--- config.mk ---
export PLATFORM = sky130hd
export DESIGN_NAME = psc_sequencer_flat
export DESIGN_NICKNAME = d
export VERILOG_FILES = /design/src/rtl/psc_sequencer_if.sv /design/src/rtl/psc_sequencer.sv /design/src/flat_wrapper.sv
export SDC_FILE = /design/constraint.sdc
export NUM_CORES = 1
export LEC_CHECK = 0
export ABC_CLOCK_PERIOD_IN_PS = 2200
export BUFFER_PORTS_ARGS = -buffer_cell sky130_fd_sc_hd__buf_2
export CAP_MARGIN = 20
export CORE_AREA = 8 8 51 53
export CTS_CLUSTER_DIAMETER = 40
export DETAILED_ROUTE_END_ITERATION = 6
export DIE_AREA = 0 0 59 61
export PLACE_DENSITY = 0.81
export SLEW_MARGIN = 20
export SYNTH_ARGS = -nofsm -noshare
export SYNTH_HDL_FRONTEND = slang
export SYNTH_SLANG_ARGS = --single-unit
--- constraint.sdc ---
create_clock -name clk -period 2.2 [get_ports clk]
set_input_delay 0.44 -clock clk [delete_from_list [all_inputs] [get_ports clk]]
set_output_delay 0.44 -clock clk [all_outputs]
set_load 0.01 [all_outputs]
--- src/rtl/psc_sequencer_if.sv ---
// Word-in / byte-sequencing bundle between an upstream word source and psc_sequencer.
// master drives words and abort; slave (the sequencer) drives converter control and byte markers.
interface psc_sequencer_if;
  logic        abort;
  logic        word_valid;
  logic [31:0] word_in;
  logic        word_ready;
  logic        psc_load;
  logic [31:0] psc_word;
  logic        byte_valid;
  logic [1:0]  byte_idx;
  logic        byte_first;
  logic        byte_last;
  logic        busy;

  modport master (
    output abort, word_valid, word_in,
    input  word_ready, psc_load, psc_word, byte_valid, byte_idx, byte_first, byte_last, busy
  );

  modport slave (
    input  abort, word_valid, word_in,
    output word_ready, psc_load, psc_word, byte_valid, byte_idx, byte_first, byte_last, busy
  );
endinterface

--- src/rtl/psc_sequencer.sv ---
// Sequences a parallel-to-serial converter: loads one 32-bit word, then shifts three more bytes out MSB-first.
// One word per 4 cycles; word_ready only in IDLE, so upstream stalls during SHIFT; abort/rst drop pending bytes.
module psc_sequencer #(
  parameter int unsigned WORDS_PER_BLOCK = 4
) (
  input  logic      clk,
  input  logic      rst,
  psc_sequencer_if.slave seq
);

  localparam int unsigned WW = (WORDS_PER_BLOCK > 1) ? $clog2(WORDS_PER_BLOCK) : 1;
  localparam logic [WW-1:0] WLAST = WW'(WORDS_PER_BLOCK - 1);

  localparam logic [0:0] IDLE  = 1'b0;
  localparam logic [0:0] SHIFT = 1'b1;

  logic [0:0]    state_q, state_d;
  logic [1:0]    cnt_q, cnt_d;
  logic [WW-1:0] wcnt_q, wcnt_d;

  logic        live;
  logic        accept;
  logic        shifting;
  logic        word_ready;
  logic        byte_valid;
  logic [1:0]  byte_idx;

  // Outputs are masked by rst/abort in the same cycle, not just after the clock edge.
  always_comb begin
    live       = ~rst & ~seq.abort;
    word_ready = live & (state_q == IDLE);
    accept     = word_ready & seq.word_valid;
    shifting   = live & (state_q == SHIFT);
    byte_valid = accept | shifting;
    byte_idx   = shifting ? cnt_q : 2'd0;
  end

  assign seq.word_ready = word_ready;
  assign seq.psc_load   = accept;
  assign seq.psc_word   = accept ? seq.word_in : 32'd0;
  assign seq.byte_valid = byte_valid;
  assign seq.byte_idx   = byte_idx;
  assign seq.byte_first = byte_valid & (byte_idx == 2'd0) & (wcnt_q == '0);
  assign seq.byte_last  = byte_valid & (byte_idx == 2'd3) & (wcnt_q == WLAST);
  assign seq.busy       = ~rst & (state_q == SHIFT);

  always_comb begin
    state_d = state_q;
    cnt_d   = cnt_q;
    wcnt_d  = wcnt_q;
    if (seq.abort) begin
      state_d = IDLE;
      cnt_d   = 2'd0;
      wcnt_d  = '0;
    end else if (accept) begin
      state_d = SHIFT;
      cnt_d   = 2'd1;
    end else if (state_q == SHIFT) begin
      cnt_d = cnt_q + 2'd1;
      if (cnt_q == 2'd3) begin
        state_d = IDLE;
        // wcnt holds across IDLE gaps so a block may be delivered in pieces.
        wcnt_d  = (wcnt_q == WLAST) ? '0 : wcnt_q + WW'(1);
      end
    end
  end

  always_ff @(posedge clk) begin
    if (rst) begin
      state_q <= IDLE;
      cnt_q   <= 2'd0;
      wcnt_q  <= '0;
    end else begin
      state_q <= state_d;
      cnt_q   <= cnt_d;
      wcnt_q  <= wcnt_d;
    end
  end

endmodule

--- src/flat_wrapper.sv ---
// flat-port wrapper written by rule: the top's interface ports become plain ports
module psc_sequencer_flat 
#(
  parameter int unsigned WORDS_PER_BLOCK = 4
)
  (clk, rst, seq_abort, seq_word_valid, seq_word_in, seq_word_ready, seq_psc_load, seq_psc_word, seq_byte_valid, seq_byte_idx, seq_byte_first, seq_byte_last, seq_busy);
  psc_sequencer_if seq_i ();
  input  logic clk;
  input  logic rst;
  input wire logic [$bits(seq_i.abort)-1:0] seq_abort;
  input wire logic [$bits(seq_i.word_valid)-1:0] seq_word_valid;
  input wire logic [$bits(seq_i.word_in)-1:0] seq_word_in;
  output wire logic [$bits(seq_i.word_ready)-1:0] seq_word_ready;
  output wire logic [$bits(seq_i.psc_load)-1:0] seq_psc_load;
  output wire logic [$bits(seq_i.psc_word)-1:0] seq_psc_word;
  output wire logic [$bits(seq_i.byte_valid)-1:0] seq_byte_valid;
  output wire logic [$bits(seq_i.byte_idx)-1:0] seq_byte_idx;
  output wire logic [$bits(seq_i.byte_first)-1:0] seq_byte_first;
  output wire logic [$bits(seq_i.byte_last)-1:0] seq_byte_last;
  output wire logic [$bits(seq_i.busy)-1:0] seq_busy;
  assign seq_i.abort = seq_abort;
  assign seq_i.word_valid = seq_word_valid;
  assign seq_i.word_in = seq_word_in;
  assign seq_word_ready = seq_i.word_ready;
  assign seq_psc_load = seq_i.psc_load;
  assign seq_psc_word = seq_i.psc_word;
  assign seq_byte_valid = seq_i.byte_valid;
  assign seq_byte_idx = seq_i.byte_idx;
  assign seq_byte_first = seq_i.byte_first;
  assign seq_byte_last = seq_i.byte_last;
  assign seq_busy = seq_i.busy;
  psc_sequencer #(.WORDS_PER_BLOCK(WORDS_PER_BLOCK)) u_core (.clk(clk), .rst(rst), .seq(seq_i));
endmodule
# --- Yosys cells after proc, flatten, opt, wreduce, memory -nomap -nowiden ---
# Index checks and enable logic that the tools add are counted.
op_classes:
  add_sub_neg: 2
  n_eq_ne: 3
  n_mux: 8
  n_bitwise: 14
  reduce_logical: 6
op_table:
  columns: ["cell", "n"]
  rows:
  - ["32-bit 2-to-1 mux", 1]
  - ["1-bit AND", 9]
  - ["2-bit == test (second input constant)", 3]
  - ["1-bit 2-to-1 mux", 5]
  - ["2-bit by 1-bit adder with 2-bit output (second input constant)", 2]
  - ["2-bit logical NOT", 2]
  - ["2-bit 2-to-1 mux", 2]
  - ["1-bit inverter", 4]
  - ["3-bit AND reduction", 1]
  - ["3-bit OR reduction", 1]
  - ["2-bit nonzero test", 1]
  - ["2-bit OR reduction", 1]
  - ["1-bit OR", 1]
word_totals:
  regBits: 5
  in_bits: 36
  out_inout_bits: 40
  elab_cells: 37

# --- Longest topological paths before layout ---
# Gate-level depths: netlist of run 1.
depth:
  word_depth: 7
  depth_mapped: 4
  ltp_nobuf: 4

# --- Worst setup path before layout of run 1 ---
# OpenSTA, ideal clock, no wires.
synth_path:
  path_kind: "input -> output"
  from: "input port rst"
  to: "output port seq_psc_word[10]"
  arrival_time_ns: 1.163
  required_ns: 1.760
  setup_slack_ns: 0.597
  cell_stages: 3
  path_buffers: 1
  cell_sequence: "nor4b_4 > buf_6 > and2_1"
synth_via:
  elab_chain_cells: 5
synth_rtl:
  columns: ["element", "line", "text"]
  rows:
  - ["start, declared", "flat_wrapper.sv:9", "input logic rst;"]
  - ["1-bit inverter", "psc_sequencer.sv:30", "live = ~rst & ~seq.abort;"]
  - ["1-bit AND", "psc_sequencer.sv:30", null]
  - ["1-bit AND", "psc_sequencer.sv:31", "word_ready = live & (state_q == IDLE);"]
  - ["1-bit AND", "psc_sequencer.sv:32", "accept = word_ready & seq.word_valid;"]
  - ["via seq_psc_load", "flat_wrapper.sv:14", "output wire logic [$bits(seq_i.psc_load)-1:0] seq_psc_load;"]
  - ["32-bit 2-to-1 mux", "psc_sequencer.sv:40", "assign seq.psc_word = accept ? seq.word_in : 32'd0;"]
  - ["end, declared", "flat_wrapper.sv:15", "output wire logic [$bits(seq_i.psc_word)-1:0] seq_psc_word;"]
# The timed path passes the listed nets, and every way through them passes these cells.

# --- Worst setup path after layout of run 1 ---
layout_path:
  from: "register u_core.state_q"
  to: "output port seq_psc_word[6]"
layout_via:
  elab_chain_cells: 4
layout_rtl:
  columns: ["element", "line", "text"]
  rows:
  - ["start, declared", "psc_sequencer.sv:17", "logic [0:0] state_q, state_d;"]
  - ["start signal, assigned", "psc_sequencer.sv:74", "state_q <= state_d;"]
  - ["1-bit inverter", "psc_sequencer.sv:31", null]
  - ["1-bit AND", "psc_sequencer.sv:31", null]
  - ["1-bit AND", "psc_sequencer.sv:32", null]
  - ["32-bit 2-to-1 mux", "psc_sequencer.sv:40", null]
# Every way passes these cells.

==> results of run 1 <==
per-stage QoR:
step	cells	worst slack [ns]	utilization, %
after detailed placement	170	0.330	51.3
after global routing	174	0.0216	52.7
after CTS	174	0.116	52.7
final	174	0.138	52.7
after floorplan	72	0.597	-
after global placement	170	0.399	51.3
cells by family (layout without fill, tap and decap cells):
logic type / count (synthesis) / count (layout) / synth area share [%]
simple gates: 49 / 49 / 56.6
fa+ha+maj: 3 / 3 / 6.58
compound gates: 8 / 8 / 10.5
buf+inv: 7 / 82 / 8.77
flops: 5 / 5 / 17.5
routing by layer:
metal	global-route usage, %	wire [um]	up-vias
met5	0	0	-
met4	6.14	21	0
met3	4.24	187	2
met2	22.7	1290	33
met1	9.70	809	309
li1	-	-	386
worst max-delay path, delay by kind of cell (launching register included):
kind,cells,cell delay [ns]
and+or+nand+nor,2,0.50
DFF,1,0.46
buffers and inverters,2,0.41
power by group:
| group | internal [mW] | switching [mW] |
|---|---|---|
| Clock | 0.0684 | 0.0352 |
| Combinational | 0.0495 | 0.0401 |
| Sequential | 0.0930 | 0.00533 |
| Total | 0.211 | 0.0806 |
placed cells by master (no fill, tap or decap), types with 2 or more instances in the layout:
cell and instances:
dfxtp_1 5, and2_1 32, ha_1 3, buf_2 75
clkbuf_4 3, a211oi_1 2, nor2b_1 2, and3_1 2
a21oi_1 2, nor2_1 4, inv_1 2
cell type report:
class	instances	area share (%)
sequential	5	10.3
tap	27	3.48
multi-input combinational	60	43.3
inverter	2	0.773
timing repair buffer	76	39.4
clock buffer	4	2.71
worst min path at each step:
stage / startpoint / to / slack (ns) / cells after the start
3_3_place_gp: u_core.cnt_q[0] / u_core.cnt_q[0] / 0.52 / 1
2_1_floorplan: u_core.cnt_q[0] / u_core.cnt_q[0] / 0.50 / 1
4_1_cts: seq_word_valid / u_core.cnt_q[1] / 0.54 / 3
3_5_place_dp: u_core.cnt_q[0] / u_core.cnt_q[0] / 0.54 / 1
5_1_grt: seq_abort / u_core.wcnt_q[0] / 0.56 / 3
6_report: seq_word_valid / u_core.cnt_q[1] / 0.55 / 3
flip-flops by register name, summed over array words and instances, names as in the netlist:
| signal | cells |
|---|---|
| u_core.cnt_q | 2 |
| u_core.state_q | 1 |
| u_core.wcnt_q | 2 |
==> results.json, run 1 <==
{
  "cap_viol_max_count": 0,
  "syn-cell-area_um2": 571,
  "drt-total-wl_mm": 2.30,
  "synth_cell_types": 25,
  "clkLatencyLatePin_ns": 0.24,
  "area_growth_pct": 70.2,
  "dp_hpwl_mm": 2.01,
  "cts.sinks": 5,
  "worstReg2RegEnd": "u_core.cnt_q[1]",
  "core_um2": 1840,
  "synth-seq-cells": 5,
  "fmax_ghz": 0.485,
  "cp_cell_sequence": "nor4b_4 -> buf_4 -> and2_1 -> buf_2",
  "rsz0062_at_grt": "no",
  "grt_pass1_wl_mm": 3.15,
  "yosys.area.top_type": "and2_1",
  "fin_crit_ns": 2.06,
  "cp_slowest_stage_delay_ns": 0.46,
  "slew_violations": 0,
  "setup_violations": 0,
  "die_y_um": 61,
  "cts_root_buf": "clkbuf_4",
  "path_class": "register to output pin",
  "row_count": 16,
  "fin_tns_setup_ns": 0,
  "yosys-top-cells-count": "32 x and2_1, 5 x dfxtp_1, 4 x nor2_1, 3 x buf_6, 3 x ha_1",
  "dieArea_um2": 3600,
  "cts_buffers": 3,
  "clock_path_buffers": 2,
  "via_per_inst": 4.20,
  "grtUsageTotal_pct": 11.5,
  "fin_worst_skew_ns": 0.000988,
  "nets": 187,
  "syn_area_per_cell_um2": 7.92,
  "startpoint": "u_core.state_q",
  "cp.arrival_ns": 1.62,
  "reg2reg_depth": 2,
  "grt_antenna_before_repair": 0,
  "status": "completed",
  "total_power_mw": 0.292,
  "period_share_pct": 93.7,
  "ff2ff_setup_slack_ns": 1.00,
  "yosysSeqAreaShare_pct": 17.5,
  "synth_top_cells_by_area": "and2_1 35%, dfxtp_1 18%, ha_1 6.6%",
  "tightestPinTransition_ns": 0.526,
  "yosys.area.top_type_share_pct": 35.1,
  "async_flop_share_pct": 0,
  "htree_levels": 1,
  "cp_data_required_time_ns": 1.76,
  "grt_pass1_vias": 722,
  "multiInputGateArea_um2": 420,
  "layout-drive-gt1-share_pct": 57.1,
  "final_area_um2": 971,
  "critPathMaxFanout": 33,
  "worstSetupEndpointType": "output pin",
  "drt-initial-drc-count": 23,
  "synth_edf_count": 0,
  "seqCellArea_um2": 100,
  "hold_class": "input port to register",
  "placed_area_um2": 945,
  "yosys_warnings": 0,
  "grt_max_degree": 34,
  "post_cts_buffers": 0,
  "dr.pass1.iters": 2,
  "clkTransAtPathRegs_ns": 0.04,
  "diodes": 0,
  "gp_congestion": 0.790,
  "cts_hold_buf": 0,
  "filler_cell_count": 197,
  "finalHoldViolCount": 0,
  "crit_path_start_kind": "register",
  "num_io_pins": 76,
  "relSlewSlack_pct": 64.9,
  "holdWs_ns": 0.549,
  "leakagePower_nw": 0.609,
  "syn-num-nets": 111,
  "drc": 0,
  "synthFlopType": "dfxtp_1",
  "cp-endpoint": "seq_psc_word[6]",
  "start_util_pct": 31.0,
  "portBuffers": 75,
  "power.density_nw_per_um2": 300,
  "die_w_um": 59,
  "cts_tree": "built",
  "cts-resized-gates": 0,
  "vias": 730,
  "critPathSlowestCell": "dfxtp_1",
  "reg2reg_from": "u_core.state_q",
  "grt_overflow_total": 0,
  "final_antenna_net_count": 0,
  "synthMostInstantiatedCell": "and2_1",
  "max-vdd-ir-drop_mv": 0.215,
  "drt-wirelength-per-cell_um": 13.2,
  "netlist_instances": 72
}
Power figures use the tool's default switching activity.
==> run 2: changes to the inputs <==
--- a/config.mk
+++ b/config.mk
@@ -5,14 +5,13 @@
 export SDC_FILE = /design/constraint.sdc
 export NUM_CORES = 1
 export LEC_CHECK = 0
-export ABC_CLOCK_PERIOD_IN_PS = 2200
+export ABC_CLOCK_PERIOD_IN_PS = 2500
 export BUFFER_PORTS_ARGS = -buffer_cell sky130_fd_sc_hd__buf_2
-export CAP_MARGIN = 20
-export CORE_AREA = 8 8 51 53
+export CORE_AREA = 8 8 47 57
 export CTS_CLUSTER_DIAMETER = 40
 export DETAILED_ROUTE_END_ITERATION = 6
-export DIE_AREA = 0 0 59 61
-export PLACE_DENSITY = 0.81
+export DIE_AREA = 0 0 55 65
+export PLACE_DENSITY = 0.82
 export SLEW_MARGIN = 20
 export SYNTH_ARGS = -nofsm -noshare
 export SYNTH_HDL_FRONTEND = slang
==> constraint.sdc (replaced) <==
create_clock -name clk -period 2.5 [get_ports clk]
set_input_delay 0.5 -clock clk [delete_from_list [all_inputs] [get_ports clk]]
set_output_delay 0.5 -clock clk [all_outputs]
set_load 0.01 [all_outputs]
==> results.json, run 2 (synthesis results as in run 1) <==
{
  "nets": 187,
  "dieArea_um2": 3580,
  "layout-drive-gt1-share_pct": 57.1,
  "grt_antenna_before_repair": 0,
  "cp_data_required_time_ns": 2.00,
  "worstSetupEndpointType": "output pin",
  "dp_cells": 162,
  "start_util_pct": 31.9,
  "portBuffers": 75,
  "total_power_mw": 0.256,
  "vias": 733,
  "cts_root_buf": "clkbuf_4",
  "reg_top3": "u_core.cnt_q x2, u_core.wcnt_q x2, u_core.state_q x1",
  "period_share_pct": 83.1,
  "dr.pass1.iters": 4,
  "dp_hpwl_mm": 2.06,
  "rsz0062_at_grt": "no",
  "row_count": 17,
  "fin_tns_setup_ns": 0,
  "seqCellArea_um2": 100,
  "grt_max_degree": 34,
  "crit_path_start_kind": "register",
  "fin_crit_ns": 2.08,
  "die_y_um": 65,
  "hold_class": "register to register",
  "layout_commonest_cell": "buf_2",
  "tightestPinTransition_ns": 0.516,
  "slew_violations": 0,
  "path_class": "register to output pin",
  "final_cell_mix": "75 x buf_2, 32 x and2_1, 5 x dfxtp_1",
  "power.density_nw_per_um2": 267,
  "num_io_pins": 76,
  "grt_pass1_vias": 685,
  "clkLatencyLatePin_ns": 0.24,
  "cts.sinks": 5,
  "final_antenna_net_count": 0,
  "clkTransAtPathRegs_ns": 0.05,
  "grt_overflow_total": 0,
  "cts-resized-gates": 0,
  "diodes": 0,
  "critPathMaxFanout": 33,
  "setup_violations": 0,
  "filler_cell_count": 175,
  "finalHoldViolCount": 0,
  "cts_tree": "built",
  "area_growth_pct": 68.4,
  "core_um2": 1790,
  "drc": 0,
  "leakagePower_nw": 0.609,
  "cap_viol_max_count": 0,
  "cts_buffers": 3,
  "cts_hold_buf": 0,
  "fmax_ghz": 0.481,
  "clock_path_buffers": 2,
  "fin_worst_skew_ns": 0.00403,
  "drt-initial-drc-count": 6,
  "htree_levels": 1,
  "post_cts_buffers": 0,
  "drt-wirelength-per-cell_um": 13.9,
  "max-vdd-ir-drop_mv": 0.213,
  "drt-total-wl_mm": 2.31,
  "via_per_inst": 4.42,
  "grtUsageTotal_pct": 11.1,
  "die_w_um": 55,
  "gp_congestion": 0.722,
  "relSlewSlack_pct": 65.6,
  "status": "completed",
  "grt_pass1_wl_mm": 3.10,
  "cp.arrival_ns": 1.58,
  "multiInputGateArea_um2": 420,
  "layout.cells.non_filler": 166
}
run 2: per-layer routing:
metal | GRT usage, % | up-vias | wire, um
li1 | - | 386 | -
met1 | 8.88 | 298 | 760
met2 | 21.9 | 49 | 1120
met3 | 4.79 | 0 | 437
met4 | 3.61 | 0 | 0
met5 | 0 | - | 0
run 2: final cells by class:
cell class	instances	area share [%]
Multi-Input combinational cell	60	43.7
Timing Repair Buffer	76	39.8
Sequential cell	5	10.4
Clock buffer	4	2.73
Tap cell	19	2.47
Inverter	2	0.781
run 2: final timing paths:
path,depth (start not counted),from,to,slack (ns)
worst min-delay path,1,u_core.cnt_q[0],u_core.cnt_q[0],0.56
worst max register to register,2,u_core.state_q,u_core.cnt_q[1],1.30
worst min register to register,1,u_core.cnt_q[0],u_core.cnt_q[0],0.56
worst max-delay path,4,u_core.state_q,seq_psc_word[3],0.42
run 2: report_power, final:
| group | switching [mW] | internal [mW] | total, mW | leakage, nW |
|---|---|---|---|---|
| registers | 0.00455 | 0.0818 | 0.0864 | 0.0406 |
| logic | 0.0341 | 0.0435 | 0.0777 | 0.554 |
| clock network | 0.0320 | 0.0603 | 0.0923 | 0.0150 |
| total | 0.0707 | 0.186 | 0.256 | 0.609 |
run 2: worst max-delay path, cell delays in order (launching register included):
cell and delay, ns:
dfxtp_1 0.46, nor4b_4 0.32, buf_4 0.27, and2_1 0.16
buf_2 0.13
run 2: stage by stage:
stage               worst slack [ns]  hold WS, ns  area, um2  utilization, %
global route                   0.305        0.614        961            53.8
CTS                            0.411        0.554        961            53.8
finish                         0.422        0.556        961            53.8
floorplan                      0.777        0.499        571               -
detailed placement             0.563        0.547        935            52.3
global placement               0.598        0.522        935            52.3
==> run 3: changes to the inputs <==
--- a/config.mk
+++ b/config.mk
@@ -5,13 +5,13 @@
 export SDC_FILE = /design/constraint.sdc
 export NUM_CORES = 1
 export LEC_CHECK = 0
-export ABC_CLOCK_PERIOD_IN_PS = 2500
+export ABC_CLOCK_PERIOD_IN_PS = 2150
 export BUFFER_PORTS_ARGS = -buffer_cell sky130_fd_sc_hd__buf_2
-export CORE_AREA = 8 8 47 57
+export CORE_AREA = 8 8 49 59
 export CTS_CLUSTER_DIAMETER = 40
 export DETAILED_ROUTE_END_ITERATION = 6
-export DIE_AREA = 0 0 55 65
-export PLACE_DENSITY = 0.82
+export DIE_AREA = 0 0 57 67
+export PLACE_DENSITY = 0.76
 export SLEW_MARGIN = 20
 export SYNTH_ARGS = -nofsm -noshare
 export SYNTH_HDL_FRONTEND = slang
==> constraint.sdc (replaced) <==
create_clock -name clk -period 2.15 [get_ports clk]
set_input_delay 0.43 -clock clk [delete_from_list [all_inputs] [get_ports clk]]
set_output_delay 0.43 -clock clk [all_outputs]
set_load 0.01 [all_outputs]
==> results.json, run 3 (synthesis results as in run 1) <==
{
  "max-vdd-ir-drop_mv": 0.311,
  "drt-total-wl_mm": 2.35,
  "cts_buffers": 3,
  "grt_pass1_wl_mm": 3.66,
  "cts_hold_buf": 0,
  "critPathMaxFanout": 33,
  "cp_top_family": "simple AND/OR/NAND/NOR gates",
  "ff2ff_setup_slack_ns": 0.94,
  "relSlewSlack_pct": 64.6,
  "dr.pass1.iters": 3,
  "via_per_inst": 4.47,
  "pre_cts_ws_ns": 0.340,
  "setup_violations": 0,
  "nets": 187,
  "path_class": "register to output pin",
  "leakagePower_nw": 0.609,
  "clkLatencyLatePin_ns": 0.24,
  "drc": 0,
  "hold_path_depth": 3,
  "hold_class": "input port to register",
  "worst_slack_ns": 0.114,
  "period_share_pct": 94.7,
  "gp_congestion": 0.772,
  "placed_area_um2": 936,
  "grt_max_degree": 34,
  "grt_pass1_vias": 708,
  "cts_root_buf": "clkbuf_4",
  "dp_hpwl_mm": 2.08,
  "dieArea_um2": 3820,
  "cp.buffers_inverters": 2,
  "holdWs_ns": 0.540,
  "cts.sinks": 5,
  "cp_slowest_stage_delay_ns": 0.47,
  "power.density_nw_per_um2": 311,
  "layout-drive-gt1-share_pct": 57.1,
  "fin_tns_setup_ns": 0,
  "reg2reg_depth": 2,
  "grtUsageTotal_pct": 11.7,
  "worstReg2RegEnd": "u_core.cnt_q[1]",
  "area_growth_pct": 68.6,
  "cp_data_required_time_ns": 1.72,
  "rsz0062_at_grt": "no",
  "cp.arrival_ns": 1.61,
  "slew_violations": 0,
  "htree_levels": 1,
  "vias": 746,
  "dp_cells": 163,
  "grt_overflow_total": 0,
  "final_cell_mix": "75 x buf_2, 32 x and2_1, 5 x dfxtp_1",
  "layout_commonest_cell": "buf_2",
  "final_antenna_net_count": 0,
  "drt-initial-drc-count": 11,
  "row_count": 18,
  "start_util_pct": 28.8,
  "reg_top3": "u_core.cnt_q x2, u_core.wcnt_q x2, u_core.state_q x1",
  "drt-wirelength-per-cell_um": 14.0,
  "cts_tree": "built",
  "die_w_um": 57,
  "fmax_ghz": 0.491,
  "final_util_pct": 48.5,
  "finalHoldViolCount": 0,
  "die_y_um": 67,
  "total_power_mw": 0.299,
  "portBuffers": 75,
  "final_area_um2": 962,
  "tightestPinTransition_ns": 0.531,
  "hold_path_end": "u_core.cnt_q[1]",
  "clkTransAtPathRegs_ns": 0.04,
  "critPathSlowestCell": "dfxtp_1",
  "fin_crit_ns": 2.04,
  "clock_path_buffers": 2,
  "post_cts_buffers": 0,
  "crit_path_start_kind": "register",
  "status": "completed",
  "worstSetupEndpointType": "output pin",
  "cts-resized-gates": 0,
  "cap_viol_max_count": 0,
  "diodes": 0,
  "core_um2": 1980,
  "layout.cells.non_filler": 167,
  "fin_worst_skew_ns": 0.00170,
  "grt_antenna_before_repair": 0,
  "cp_cell_sequence": "nor4b_4 -> buf_4 -> and2_1 -> buf_2",
  "num_io_pins": 76,
  "reg2reg_from": "u_core.state_q",
  "hold_start": "seq_word_valid"
}
-- run 3: cell counts in the layout (fill, tap and decap cells not counted) --
No cell type changed its count.
-- run 3: worst max-delay path by stage --
| stage | slack, ns | endpoint | from | depth (start not counted) |
|---|---|---|---|---|
| finish | 0.11 | seq_psc_word[15] | u_core.state_q | 4 |
| global route | 0.006 | seq_psc_word[26] | u_core.state_q | 4 |
| CTS | 0.11 | seq_psc_word[19] | u_core.state_q | 4 |
| detailed placement | 0.34 | seq_psc_word[19] | rst | 5 |
| global placement | 0.39 | seq_psc_word[23] | rst | 5 |
| floorplan | 0.57 | seq_psc_word[10] | rst | 3 |
-- run 3: report_power, final --
group / internal (mW) / switching (mW) / leakage (nW)
logic: 0.0507 / 0.0404 / 0.554
clock network: 0.0701 / 0.0370 / 0.0150
registers: 0.0952 / 0.00545 / 0.0406
total: 0.216 / 0.0828 / 0.609
-- run 3: worst register-to-register path, delay by kind of cell, from the launching register on --
kind / cells / cell delay, ns
flip-flops: 1 / 0.47
AO/OA/AOI/OAI: 1 / 0.14
AND/OR/NAND/NOR: 1 / 0.53
-- run 3: layout make-up --
class                   count  area (um2)
repair buffers             76         383
multi-input cells          60         420
inverters                   2        7.51
clock buffers               4        26.3
well taps                  20        25.0
flip-flops and latches      5         100
fillers                   209        1020
-- run 3: layer usage --
metal	part of all wire, %	vias up	track usage [%]
met2	46	54	19.6
met5	0	-	0
li1	-	385	-
met3	14	4	6.46
met4	1.2	0	5.29
met1	39	303	11.7
